### src/rtl/hex_marquee_ctrl.sv
// Scrolling-message sequencer for the six-digit HEX bank.
// Slides a stored symbol string right-to-left, pausing with blink at the end.
module hex_marquee_ctrl #(
   parameter int         MAX_LEN    = 16,
   parameter int         TICK_DIV   = 25000000,
   parameter int         HOLD_TICKS = 4,
   parameter logic [4:0] BLANK_CODE = 5'd31
) (
   input  logic        clk,
   input  logic        reset,
   input  logic        load,
   input  logic        wr_valid,
   input  logic [4:0]  wr_code,
   output logic        wr_ready,
   input  logic        start,
   input  logic        loop,
   input  logic        stop,
   output logic [29:0] digit_codes,
   output logic [5:0]  blink_mask,
   output logic        busy,
   output logic        pass_done
);

   localparam int LW = $clog2(MAX_LEN + 1);
   localparam int PW = $clog2(MAX_LEN + 6);
   localparam int AW = (MAX_LEN > 1) ? $clog2(MAX_LEN) : 1;
   localparam int TW = (TICK_DIV > 1) ? $clog2(TICK_DIV) : 1;
   localparam int HW = (HOLD_TICKS > 1) ? $clog2(HOLD_TICKS) : 1;
   localparam int HL = (HOLD_TICKS > 0) ? HOLD_TICKS - 1 : 0;

   typedef enum logic [1:0] {
      IDLE,
      LOAD,
      SCROLL,
      HOLD
   } state_t;

   state_t        state;
   logic [LW-1:0] len;
   logic [PW-1:0] p;
   logic [TW-1:0] tcnt;
   logic [HW-1:0] hcnt;
   logic          held;
   logic [4:0]    sym_buf [MAX_LEN];

   logic tick;
   logic wr_accept;
   logic run;
   logic last_sym;
   logic end_pass;
   logic hold_last;

   assign run       = (state == SCROLL) || (state == HOLD);
   assign tick      = (tcnt == TW'(TICK_DIV - 1));
   assign wr_ready  = (state == LOAD) && (len < LW'(MAX_LEN));
   assign wr_accept = wr_valid && wr_ready && !stop && !load;
   assign last_sym  = (p == PW'(len) - PW'(1));
   assign end_pass  = (p == PW'(len) + PW'(5));
   assign hold_last = (hcnt == HW'(HL));

   assign busy       = run;
   assign blink_mask = (state == HOLD) ? 6'h3F : 6'h00;

   // Buffer contents are not reset; len alone marks the valid span.
   always_ff @(posedge clk) begin
      if (!reset && wr_accept) begin
         sym_buf[len[AW-1:0]] <= wr_code;
      end
   end

   always_ff @(posedge clk) begin
      if (reset) begin
         state     <= IDLE;
         len       <= '0;
         p         <= '0;
         tcnt      <= '0;
         hcnt      <= '0;
         held      <= 1'b0;
         pass_done <= 1'b0;
      end else begin
         pass_done <= 1'b0;
         if (run) begin
            tcnt <= tick ? '0 : tcnt + TW'(1);
         end
         if (stop) begin
            state <= IDLE;
            tcnt  <= '0;
         end else begin
            unique case (state)
               IDLE: begin
                  if (load) begin
                     len   <= '0;
                     state <= LOAD;
                  end
               end
               LOAD: begin
                  if (load) begin
                     len <= '0;
                  end else begin
                     if (wr_accept) begin
                        len <= len + LW'(1);
                     end
                     if (start && len != '0) begin
                        state <= SCROLL;
                        p     <= '0;
                        tcnt  <= '0;
                        held  <= 1'b0;
                     end
                  end
               end
               SCROLL: begin
                  if (tick) begin
                     if (last_sym && !held && HOLD_TICKS > 0) begin
                        state <= HOLD;
                        hcnt  <= '0;
                        held  <= 1'b1;
                     end else if (end_pass) begin
                        pass_done <= 1'b1;
                        if (loop) begin
                           p    <= '0;
                           held <= 1'b0;
                        end else begin
                           state <= IDLE;
                        end
                     end else begin
                        p <= p + PW'(1);
                     end
                  end
               end
               HOLD: begin
                  if (tick) begin
                     if (hold_last) begin
                        state <= SCROLL;
                        p     <= p + PW'(1);
                     end else begin
                        hcnt <= hcnt + HW'(1);
                     end
                  end
               end
               default: state <= IDLE;
            endcase
         end
      end
   end

   // HEXk shows buf[p-k] when that index lies inside the message.
   always_comb begin
      logic [PW-1:0] d;
      logic [4:0]    cd;
      digit_codes = '0;
      for (int k = 0; k < 6; k++) begin
         d  = p - PW'(k);
         cd = BLANK_CODE;
         if (run && p >= PW'(k) && d < PW'(len)) begin
            cd = sym_buf[d[AW-1:0]];
         end
         digit_codes[5*k +: 5] = cd;
      end
   end

endmodule

### config.mk
export PLATFORM = sky130hd
export DESIGN_NAME = hex_marquee_ctrl
export DESIGN_NICKNAME = d
export VERILOG_FILES = /design/src/rtl/hex_marquee_ctrl.sv
export SDC_FILE = /design/constraint.sdc
export NUM_CORES = 1
export LEC_CHECK = 0
export BUFFER_PORTS_ARGS = -buffer_cell sky130_fd_sc_hd__buf_2
export CORE_MARGIN = 4
export CORE_UTILIZATION = 30
export DETAILED_ROUTE_END_ITERATION = 10
export GPL_ROUTABILITY_DRIVEN = 0
export PLACE_DENSITY = 0.44
export REMOVE_ABC_BUFFERS = 1
export SLEW_MARGIN = 20
export SYNTH_ARGS = -nofsm -noshare
export SYNTH_HDL_FRONTEND = slang
export SYNTH_SLANG_ARGS = --single-unit
### constraint.sdc
create_clock -name clk -period 3.7 [get_ports clk]
set_input_delay 0.37 -clock clk [delete_from_list [all_inputs] [get_ports clk]]
set_output_delay 0.37 -clock clk [all_outputs]
set_load 0.01 [all_outputs]
# After elaboration in Yosys (flattened, before gate mapping)

Memories as Yosys holds them, arrays and structs flattened. A register that Yosys moved wholly into a read port is not among the register bits.
Index checks and enable logic that the tools add are counted.

Flip-flop bits (word level): 41
Memory bits (writable): 80
Bits of input ports: 12
Output and inout port bits: 39
Word-level logic and storage cells: 145
Memories kept: 1

Add/subtract/negate cells: 11
Magnitude comparators: 13
Equality and inequality tests: 21
Multiplexer cells: 52
Bitwise logic cells: 3
Reductions and logical operators: 37

Memories:

| memory  | words | width | read ports | clocked after memory_dff | wr ports | line | RTL |
|---|---|---|---|---|---|---|---|
| sym_buf | 16    | 5     | 6          | 1                        | 1        | 44   | `logic [4:0] sym_buf [MAX_LEN];` |

Operators with widths:

| kind                                                   | count |
|---|---|
| 2-to-1 mux 25 bit                                      | 5 |
| 2-to-1 mux 5 bit                                       | 17 |
| less-than comparator 5 bit                             | 6 |
| 2-to-1 mux 2 bit                                       | 13 |
| adder 25 x 1 -> 25 bit (second input constant)         | 1 |
| equality test 25 bit (second input constant)           | 1 |
| logical AND 1 bit                                      | 19 |
| case mux 5 bit (3 select lines)                        | 1 |
| inequality test 2 bit (second input constant)          | 7 |
| adder 5 x 1 -> 5 bit (second input constant)           | 2 |
| equality test 5 bit                                    | 2 |
| >= comparator 5 x 1 -> 1 bit (second input constant)   | 2 |
| >= comparator 5 x 2 -> 1 bit (second input constant)   | 2 |
| >= comparator 5 x 3 -> 1 bit (second input constant)   | 2 |
| case mux 5 bit (2 select lines)                        | 1 |
| subtractor 5 x 1 -> 5 bit (second input constant)      | 2 |
| subtractor 5 x 2 -> 5 bit (second input constant)      | 2 |
| subtractor 5 x 3 -> 5 bit (second input constant)      | 2 |
| 2-to-1 mux 1 bit                                       | 9 |
| inequality test 3 x 2 -> 1 bit (second input constant) | 3 |
| AND reduction 9 bit                                    | 1 |
| 2-to-1 mux 4 bit                                       | 2 |
| case mux 2 bit (4 select lines)                        | 1 |
| AND reduction 8 bit                                    | 1 |
| 22 further kinds                                       | 33 |

# Logic depth before layout (Yosys ltp)

Gate-level depths: netlist of run 1.

Depth in word-level cells: 8
Mapped depth: 14

# Worst setup path after synthesis of run 1

OpenSTA, ideal clock, no wires.

Path kind: flip-flop to output port
Start point: register p[1]
End point: output port digit_codes[25]
Arrival: 3.464 ns
Data required time: 3.330 ns
Setup slack: -0.134 ns
Cell stages (with the launch flop): 15
Buffers on the path: 4
Path through: dfxtp_1 -> buf_4 -> clkbuf_1 -> inv_1 -> ha_1 -> clkbuf_1 -> clkbuf_1 -> inv_1 -> ha_1 -> nor2b_1 -> o21a_1 -> o21a_1 -> o21ai_0 -> nand2_1 -> or2_2

Word-level cells in the longest chain between the ends: 4
Elaborated cells on any way between the ends: 7
Those cells by class: 1 x add/sub; 2 x order compare; 1 x mux; 2 x reduce/logical; 1 x memory

Ends and longest elaborated chain:

| element                                                                   | line     | RTL |
|---|---|---|
| start: declaration                                                        | 40       | `logic [PW-1:0] p;` |
| start signal: assignment                                                  | 126      | `p <= p + PW'(1);` |
| start signal: assignment                                                  | 134      | `p <= p + PW'(1);` |
| subtractor 5 x 3 -> 5 bit or >= comparator 5 x 3 -> 1 bit (tied branches) | 152, 154 |  |
| less-than comparator 5 bit or logical AND 1 bit (tied branches)           | 154      | `if (run && p >= PW'(k) && d < PW'(len)) begin` |
| logical AND 1 bit                                                         | 154      |  |
| 2-to-1 mux 5 bit *                                                        | 154      |  |
| end: declaration                                                          | 18       | `output logic [29:0] digit_codes,` |

Every way passes the cells marked *; elsewhere a longest branch is shown, timed or not.

# Final worst setup path of run 1

Start point: register p[0]
End point: output port digit_codes[15]

Word-level cells in the longest chain between the ends: 4
Elaborated cells on any way between the ends: 7
Those cells by class: 1 x add/sub; 2 x order compare; 1 x mux; 2 x reduce/logical; 1 x memory

Ends and longest elaborated chain:

| element                                                                   | line |
|---|---|
| subtractor 5 x 2 -> 5 bit or >= comparator 5 x 2 -> 1 bit (tied branches) | 152, 154 |
| less-than comparator 5 bit or logical AND 1 bit (tied branches)           | 154 |
| logical AND 1 bit                                                         | 154 |
| 2-to-1 mux 5 bit *                                                        | 154 |

Marks and branches as above.

==> key figures, run 1 <==
Outcome
  • Outcome: complete, no violations

Clocking
  • CTS tree: yes
  • CTS Root Cell: clkbuf_16
  • Clk buf depth: 2
  • Worst-skew pair later-pin latency: 420 ps
  • Total CTS buffers: 17
  • CTS Sinks: 125
  • H-tree level count: 4
  • CTS clk-pin slew, worst paths: 60 ps
  • Hold-fix buffers at CTS: 0

Detailed routing
  • Vias: 6,721
  • Antenna Nets Post-Route: 0
  • Number of DRC markers in iteration 0: 672
  • Post-Route WL: 27,600 um
  • DR vias/cell: 5.68
  • Drt wl/cell: 23.3 um
  • DRC violations left: 0
  • Drt pass-1 iters: 5

Final layout
  • Sequential cell area: 3310 um2
  • Synthesis-to-finish area growth: 16.3%
  • # diodes: 0
  • Layout cells sized above 1: 36.5%
  • Area of the multi-input gates: 5610 um2
  • Post-route cell area: 10,700 um2
  • # fillers: 2,890
  • Fin nets: 841
  • Final Core Density: 35.8%

Floorplan
  • Rows: 63
  • Die W: 183 um
  • DIE AREA: 33,600 um2
  • Core area: 30,000 um2
  • Initial Util: 30.7%
  • Die Span Y: 183 um
  • I/O pin cnt: 51

Global route
  • Largest net degree at the start of global routing: 43
  • Global-route wire length before repair: 42,000 um
  • GR Layer Usage met3: 2.38%
  • Top Usage Layer GRT: met2
  • Total global routing overflow: 0
  • Vias in the first global route: 6,799
  • Routing usage on met1: 21.7%
  • GRT Util Overall: 16.6%
  • Initial antenna violation count: 2
  • Met2 Usage GRT: 28.6%

Placement
  • Area after DPL: 10,100 um2
  • Port bufs: 50
  • Pre-CTS setup slack: 320 ps
  • Post-DP HPWL: 20,700 um

Power and ir drop
  • LEAKAGE: 3.37 nW
  • PD cells: 294 nW/um2
  • Max VDD drop: 0.000213 V

Synth
  • Synth Area per Inst: 13.1 um2
  • Area of the mapped netlist: 9210 um2
  • Synth Area in Compound Gates: 6.85%
  • Post-synthesis xor/xnor area fraction: 4.09%
  • Ys flop type: edfxtp_1
  • Post-Synth Simple-Gate Area: 11.1%
  • Adder-Cell Fraction of Synth Area: 6.52%
  • Asr flop ratio synth: 0%
  • Ys Warns: 0
  • Largest family of logic cells by synthesized area: multiplexers
  • Gate Count Post-Synth: 704
  • Sequential share of the synthesized area: 35.9%
  • Post-synthesis mux area share: 32.0%
  • Post-synthesis cell type count: 64
  • Flops & latches, synth: 125
  • Post-synth EDFFs: 80

STA
  • FMAX: 282 MHz
  • Final hold violation count: 0
  • Slew Viols, Final: 0
  • PnR worst setup slack: 150 ps
  • Setup-failing EPs final: 0
  • Tcrit/Tclk final: 95.9%
  • Period minus WS final: 3550 ps
  • Max transition margin: 49.6%
  • WHS: 311 ps
  • Slew at the pin closest to its max-slew limit: 749 ps
  • Setup Skew: 9.88 ps
  • TNS Setup: 0 ps

Setup path
  • Crit Path Category: reg2out
  • Critical Path Sink Type: output pin
  • Critical path startpoint category: register
  • Worst EP arrival: 3180 ps
  • WP data required: 3330 ps
  • CP max FO: 12

Hold path
  • HP Class: in2reg

Run
  • Max-Cap Viols: 0
cell usage in the layout (no fill, tap or decap), drive strengths merged, types with 2 or more instances in the layout:
cell type    n
a31oi        4
nor4         5
inv         28
a32o         5
mux4       130
a21boi       2
o31ai        3
a31o         2
nand2b      14
o211ai       5
or4          3
a211o        2
nand2       36
clkinv      10
xor2        20
nand4        9
nor4b        2
buf         99
a211oi       3
or3          7
dfxtp       45
nor2b        8
xnor2       20
ha          48
clkbuf      22
a311oi       4
nor3        13
a21oi       18
and2         5
nor2        47
nand3       18
or2         20
o21ai       20
edfxtp      80
and3         8
o21a        11
final cells by class:
class	count	share of cell area (%)
timing repair buffer	99	5.84
multi-input combinational	508	52.4
clock inverter	10	0.841
sequential	125	30.9
tap	390	4.56
inverter	30	1.05
clock buffer	22	4.44
state kept, by name, indices dropped and copies added, names as in the netlist, named ones only:
| signal | cells |
|---|---|
| p | 5 |
| pass_done | 1 |
| state | 2 |
| hcnt | 2 |
| sym_buf | 80 |
| tcnt | 25 |
| len | 5 |
| held | 1 |
layer usage:
metal	routed length (um)	vias to the layer above
met3	1410	32
met4	573	0
met1	11500	3470
met2	14100	254
li1	-	2965
met5	0	-
cell families (layout without fill, tap and decap cells):
family,after synthesis,count (layout)
flops,125,125
mux,132,132
simple gates,198,198
compound gates,90,90
xor+xnor,40,40
buf+inv,71,161
fa+ha+maj,48,48
synth_stat cells (2+ instances only):
cell	n	area, um2
xor2_1	20	175
nand4_1	9	56.3
a31oi_1	4	25.0
and3_1	8	50.1
a211o_1	2	17.5
buf_2	13	65.1
or3_1	7	43.8
dfxtp_1	45	901
nor3_1	11	55.1
mux4_2	130	2930
clkinv_1	4	15.0
o211ai_1	5	37.5
or2_2	15	93.8
ha_1	48	601
nor2b_1	8	50.1
a211oi_1	3	22.5
nand2_1	36	135
nor4_1	5	31.3
a21boi_0	2	15.0
edfxtp_1	80	2400
a31o_2	2	17.5
a311oi_1	4	35.0
o21ai_0	19	95.1
nor2_1	47	176
nor3_2	2	20.0
inv_1	25	93.8
nor4b_1	2	17.5
or2_1	5	31.3
nand2b_1	13	81.3
xnor2_1	18	158
o21a_1	11	82.6
a32o_1	5	50.1
and2_1	5	31.3
clkbuf_1	15	56.3
buf_1	2	7.51
buf_4	9	67.6
o31ai_1	2	15.0
or4_1	3	22.5
nand3_1	18	90.1
a21oi_1	18	90.1
per-stage QoR:
step | total power [mW] | cells
2_1_floorplan | 1.54 | 663
3_3_place_gp | 1.57 | 1150
3_5_place_dp | 1.57 | 1150
4_1_cts | 3.17 | 1184
5_1_grt | 3.25 | 1184
6_report | 3.15 | 1184
repair_timing:
action / in CTS / in global routing
setup buffers: 2 / 0
hold endpoints to repair: 0 / 0
pin swaps: 1 / 0
resized for setup: 0 / 6
setup endpoints to repair: 5 / 13
where the power goes:
| group | total, mW | internal (mW) | switching [mW] |
|---|---|---|---|
| sequential | 1.48 | 1.48 | 0.00157 |
| clock | 1.60 | 0.980 | 0.622 |
| combinational | 0.0626 | 0.0187 | 0.0439 |
| total | 3.15 | 2.48 | 0.667 |
critical path, cell delays in order, from the launching register on:
cell and delay (ps):
dfxtp_4 360, ha_1 230, xnor2_2 600, buf_4 360, mux4_2 320, mux4_2 510, or2_1 240, buf_2 140
final timing paths:
path,start,end,cells past startpoint,slack [ps]
max,p[0],digit_codes[15],7,150
min,reset,hcnt[0],2,310
max reg2reg,len[0],held,8,830
min reg2reg,tcnt[20],tcnt[20],2,490
No activity file was read; power rests on OpenSTA's default activity.
==> inputs of run 2 (changes only) <==
--- a/config.mk
+++ b/config.mk
@@ -11,7 +11,6 @@
 export DETAILED_ROUTE_END_ITERATION = 10
 export GPL_ROUTABILITY_DRIVEN = 0
 export PLACE_DENSITY = 0.44
-export REMOVE_ABC_BUFFERS = 1
 export SLEW_MARGIN = 20
 export SYNTH_ARGS = -nofsm -noshare
 export SYNTH_HDL_FRONTEND = slang
==> run 2 against run 1 <==
Net effect: first-iteration DRC count is 16% lower; sequential power hardly changed; fmax about the same; setup slack better by 0.65 ps; via count shrank 0.52%; die area unchanged; hold slack got worse by 22 ps; clock skew rose by 1.5 ps; utilization fell by 0.38 points; non-clock buffer count shrank 18; routed wire length about the same.
==> key figures, run 2 (synthesis results as in run 1) <==
Placement
  • Post-DP HPWL: 20,700 um
  • Area after DPL: 9950 um2
  • Port bufs: 50

Hold path
  • HP Class: in2reg
  • Number of cells on the worst hold path: 2
  • Hold_sp: reset
  • Hold Path Sink: hcnt[1]

STA
  • WHS: 290 ps
  • Slew at the pin closest to its max-slew limit: 872 ps
  • RSZ-0062 raised after global routing: false
  • Slew Viols, Final: 0
  • Tcrit/Tclk final: 95.9%
  • Period minus WS final: 3550 ps
  • TNS Setup: 0 ps
  • Setup-failing EPs final: 0
  • FMAX: 282 MHz
  • Max transition margin: 41.7%
  • Final hold violation count: 0
  • Setup Skew: 11.4 ps

Global route
  • Vias in the first global route: 6,523
  • Largest net degree at the start of global routing: 66
  • Total global routing overflow: 0
  • GRT Util Overall: 16.6%
  • Initial antenna violation count: 1
  • Global-route wire length before repair: 42,100 um

Clocking
  • Clk buf depth: 2
  • CTS tree: yes
  • CTS Sinks: 125
  • CTS Root Cell: clkbuf_16
  • CTS clk-pin slew, worst paths: 60 ps
  • Hold-fix buffers at CTS: 0
  • Worst-skew pair later-pin latency: 430 ps
  • Total CTS buffers: 17
  • H-tree level count: 4

Setup path
  • Most frequent CP cell: mux4_2
  • R2r setup slk: 890 ps
  • Worst path cell trace: buf_6 > ha_1 > xnor2_2 > buf_4 > mux4_2 > mux4_2 > or2_1 > buf_2
  • WP data required: 3330 ps
  • Critical path startpoint category: register
  • Critical Path Sink Type: output pin
  • Worst EP arrival: 3180 ps
  • CP max stage cell: mux4_2
  • Crit Path Category: reg2out
  • Reg2reg end: state[0]
  • Reg2Reg Launch Point: len[1]
  • Bufs and invs on worst path: 3
  • Reg2reg path depth: 8
  • CP max FO: 31
  • Critical Path Max Stage Delay: 480 ps
  • CP delay by family, top: multiplexers

Synth
  • Syn nets: 764

Floorplan
  • Rows: 63
  • I/O pin cnt: 51
  • Core area: 30,000 um2
  • Initial Util: 30.7%
  • DIE AREA: 33,600 um2
  • Die Span Y: 183 um
  • Die W: 183 um

Final layout
  • # diodes: 0
  • Synthesis-to-finish area growth: 15.1%
  • Area of the multi-input gates: 5590 um2
  • Post-route cell area: 10,600 um2
  • # fillers: 2,917
  • Commonest non-fill, non-tap cell in the layout: mux4_2
  • Fin nets: 823
  • Most frequent cells in the layout: mux4_2, edfxtp_1, buf_2, nor2_1, ha_1
  • Max reg flops: 80
  • Sequential cell area: 3310 um2
  • Layout cells sized above 1: 35.3%

Power and ir drop
  • Max VDD drop: 0.000202 V
  • Total power: 3.23 mW
  • PD cells: 305 nW/um2
  • LEAKAGE: 3.27 nW

Detailed routing
  • Drt pass-1 iters: 5
  • Number of DRC markers in iteration 0: 565
  • Antenna Nets Post-Route: 0
  • DR vias/cell: 5.73
  • Drt wl/cell: 23.7 um
  • Post-Route WL: 27,600 um
  • Vias: 6,686
  • DRC violations left: 0

Outcome
  • Outcome: complete, no violations

Run
  • Max-Cap Viols: 0
[run 2: cell types whose count changed in the layout (fill, tap and decap cells not counted), moves of 2 or more]
cell,previous run,this run
buf_4,47,29
clkbuf_1,3,1
clkinv_2,4,1
clkinvlp_4,1,6
inv_6,1,5
nand2_1,34,36
nand2_2,2,0
[run 2: cell type report]
type / instances / share of cell area, %
sequential: 125 / 31.2
clock buffer: 18 / 4.05
inverter: 30 / 1.13
timing repair buffer: 81 / 4.71
clock inverter: 14 / 1.50
multi-input combinational: 508 / 52.8
tap: 390 / 4.61
[run 2: routing by layer]
| layer | wire, um | GRT usage (%) |
|---|---|---|
| met1 | 11900 | 23.8 |
| met5 | 13 | 0 |
| met3 | 2360 | 3.71 |
| met4 | 616 | 5.30 |
| met2 | 12700 | 25.1 |
[run 2: power by group]
part / internal (mW) / leakage [nW] / switching [mW]
sequential: 1.48 / 1.08 / 0.00165
clock: 1.01 / 0.276 / 0.676
combinational: 0.0179 / 1.91 / 0.0453
[run 2: worst max path at each step]
stage	start	end	cells after the start
after floorplan	p[1]	digit_codes[25]	14
final	p[1]	digit_codes[16]	8
after global placement	p[1]	digit_codes[18]	8
after global routing	p[1]	digit_codes[6]	11
after CTS	p[1]	digit_codes[19]	8
after detailed placement	p[1]	digit_codes[19]	8
[run 2: per-stage QoR]
step                      instances  util [%]  worst slack (ps)
after floorplan                 704         -              27.5
after global placement         1129      33.2               489
after detailed placement       1129      33.2               480
after CTS                      1161      35.2              20.8
after global routing           1166      35.4              30.2
final                          1166      35.4               151
[run 2: worst register-to-register path, cell delays in order, from the launching register on]
cell and delay, ps:
dfxtp_1 450, inv_1 270, ha_1 390, xor2_1 300, nand2_1 110, or3_1 340
o21ai_0 320, o221ai_1 240, a211oi_1 300
[run 2: what timing repair did]
| action | 4_1_cts | 5_1_grt |
|---|---|---|
| gates resized for setup | 0 | 6 |
| setup buffers | 0 | 5 |
| setup endpoints to repair | 0 | 15 |
| hold endpoints to repair | 0 | 0 |
==> inputs of run 3 (changes only) <==
--- a/config.mk
+++ b/config.mk
@@ -7,10 +7,10 @@
 export LEC_CHECK = 0
 export BUFFER_PORTS_ARGS = -buffer_cell sky130_fd_sc_hd__buf_2
 export CORE_MARGIN = 4
-export CORE_UTILIZATION = 30
+export CORE_UTILIZATION = 50
 export DETAILED_ROUTE_END_ITERATION = 10
 export GPL_ROUTABILITY_DRIVEN = 0
-export PLACE_DENSITY = 0.44
+export PLACE_DENSITY = 0.67
 export SLEW_MARGIN = 20
 export SYNTH_ARGS = -nofsm -noshare
 export SYNTH_HDL_FRONTEND = slang
==> run 3 against run 2 <==
Net effect: die area shrank 38%; clock skew grew 1.3 ps; register-to-register slack worse by 30 ps; fmax is 0.50% lower; utilization rose by 22 points; clock power about the same; setup slack got worse by 18 ps; sequential cell count unchanged; final cell count down 14%.
==> key figures, run 3 (synthesis results as in run 1) <==
Clocking
  • H-tree level count: 4
  • Total CTS buffers: 17
  • CTS Sinks: 125
  • CTS clk-pin slew, worst paths: 60 ps
  • CTS Root Cell: clkbuf_16
  • CTS tree: yes
  • Worst-skew pair later-pin latency: 410 ps
  • Clk buf depth: 2

Final layout
  • Most frequent cells in the layout: mux4_2, edfxtp_1, buf_2, ha_1, nor2_1
  • Synthesis-to-finish area growth: 12.6%
  • Commonest non-fill, non-tap cell in the layout: mux4_2
  • # diodes: 0
  • Layout cells sized above 1: 34.3%
  • Post-route cell area: 10,400 um2
  • Fin nets: 816
  • Max reg flops: 80
  • Final Core Density: 57.5%

Global route
  • Largest net degree at the start of global routing: 74
  • Total global routing overflow: 0
  • Vias in the first global route: 6,737
  • GRT Util Overall: 24.3%
  • Initial antenna violation count: 0
  • Global-route wire length before repair: 38,400 um

Setup path
  • CP delay by family, top: buffers and inverters
  • Worst path cell trace: buf_4 > ha_1 > xnor2_2 > buf_4 > mux4_2 > mux4_2 > or2_1 > buf_2
  • WP data required: 3330 ps
  • Critical path startpoint category: register
  • Critical Path Sink Type: output pin
  • Bufs and invs on worst path: 3
  • Worst EP arrival: 3200 ps
  • CP max FO: 31
  • Crit Path Category: reg2out
  • Critical Path Max Stage Delay: 460 ps
  • CP max stage cell: mux4_2

STA
  • FMAX: 280 MHz
  • Slew at the pin closest to its max-slew limit: 877 ps
  • Max transition margin: 41.1%
  • Tcrit/Tclk final: 96.4%
  • Period minus WS final: 3570 ps
  • RSZ-0062 raised after global routing: false
  • TNS Setup: 0 ps
  • Slew Viols, Final: 0
  • Setup-failing EPs final: 0
  • Setup Skew: 12.7 ps
  • Final hold violation count: 0

Floorplan
  • Core area: 18,000 um2
  • Initial Util: 51.1%
  • DIE AREA: 20,700 um2
  • Die Span Y: 144 um
  • I/O pin cnt: 51
  • Rows: 49
  • Die W: 144 um

Detailed routing
  • Antenna Nets Post-Route: 0
  • Drt pass-1 iters: 5
  • DR vias/cell: 6.77
  • Drt wl/cell: 24.5 um
  • DRC violations left: 0
  • Vias: 6,756
  • Number of DRC markers in iteration 0: 862
  • Post-Route WL: 24,500 um

Power and ir drop
  • LEAKAGE: 3.25 nW
  • Max VDD drop: 0.000381 V
  • Total power: 3.20 mW
  • PD cells: 309 nW/um2

Placement
  • Area after DPL: 9700 um2
  • Post-DP HPWL: 17,900 um
  • Port bufs: 50

Hold path
  • HP Class: in2reg

Synth
  • Syn nets: 764

Outcome
  • Outcome: complete, no violations

Run
  • Max-Cap Viols: 0
[run 3: changes by cell type in the layout (fill, tap and decap cells not counted), moves of 2 or more]
cell      delta
buf_4       -10
inv_6        -4
buf_6        +2
clkinv_2     +3
[run 3: through the flow]
stage	hold WS [ps]	instances	setup slack, ps
6_report	301	998	133
5_1_grt	302	998	11.3
4_1_cts	277	993	85.4
3_5_place_dp	478	961	396
3_3_place_gp	460	961	528
2_1_floorplan	453	704	27.5
[run 3: final timing paths]
kind,start,to,slack [ps],cells past startpoint
min,reset,hcnt[0],300,2
min reg2reg,held,held,490,2
max reg2reg,len[1],state[0],860,8
max,p[1],digit_codes[16],130,8
[run 3: layer usage]
metal,GRT usage (%),share of wire (%),vias to the layer above,routed length (um)
met4,8.57,2.8,0,683
met5,0,0,-,0
li1,-,-,2912,-
met1,34.7,39,3370,9600
met2,37.3,47,415,11600
met3,5.22,11,59,2580
[run 3: timing repair]
item / CTS / global route
pin swaps: 0 / 1
setup buffers: 0 / 4
resized for setup: 1 / 5
endpoints found under the setup margin: 5 / 15
hold buffers: 0 / 0
cloned: 0 / 1
[run 3: final cells by class]
cell class | instances | area (um2)
Clock buffer | 17 | 425
Clock inverter | 15 | 173
Fill cell | 1443 | 7650
Inverter | 30 | 114
Multi-Input combinational cell | 508 | 5590
Sequential cell | 125 | 3310
Tap cell | 229 | 287
Timing Repair Buffer | 74 | 479
[run 3: report_power, final]
part	internal, mW	switching [mW]	leakage [nW]
Clock	1.05	0.606	0.279
Sequential	1.48	0.00153	1.08
Combinational	0.0179	0.0423	1.89
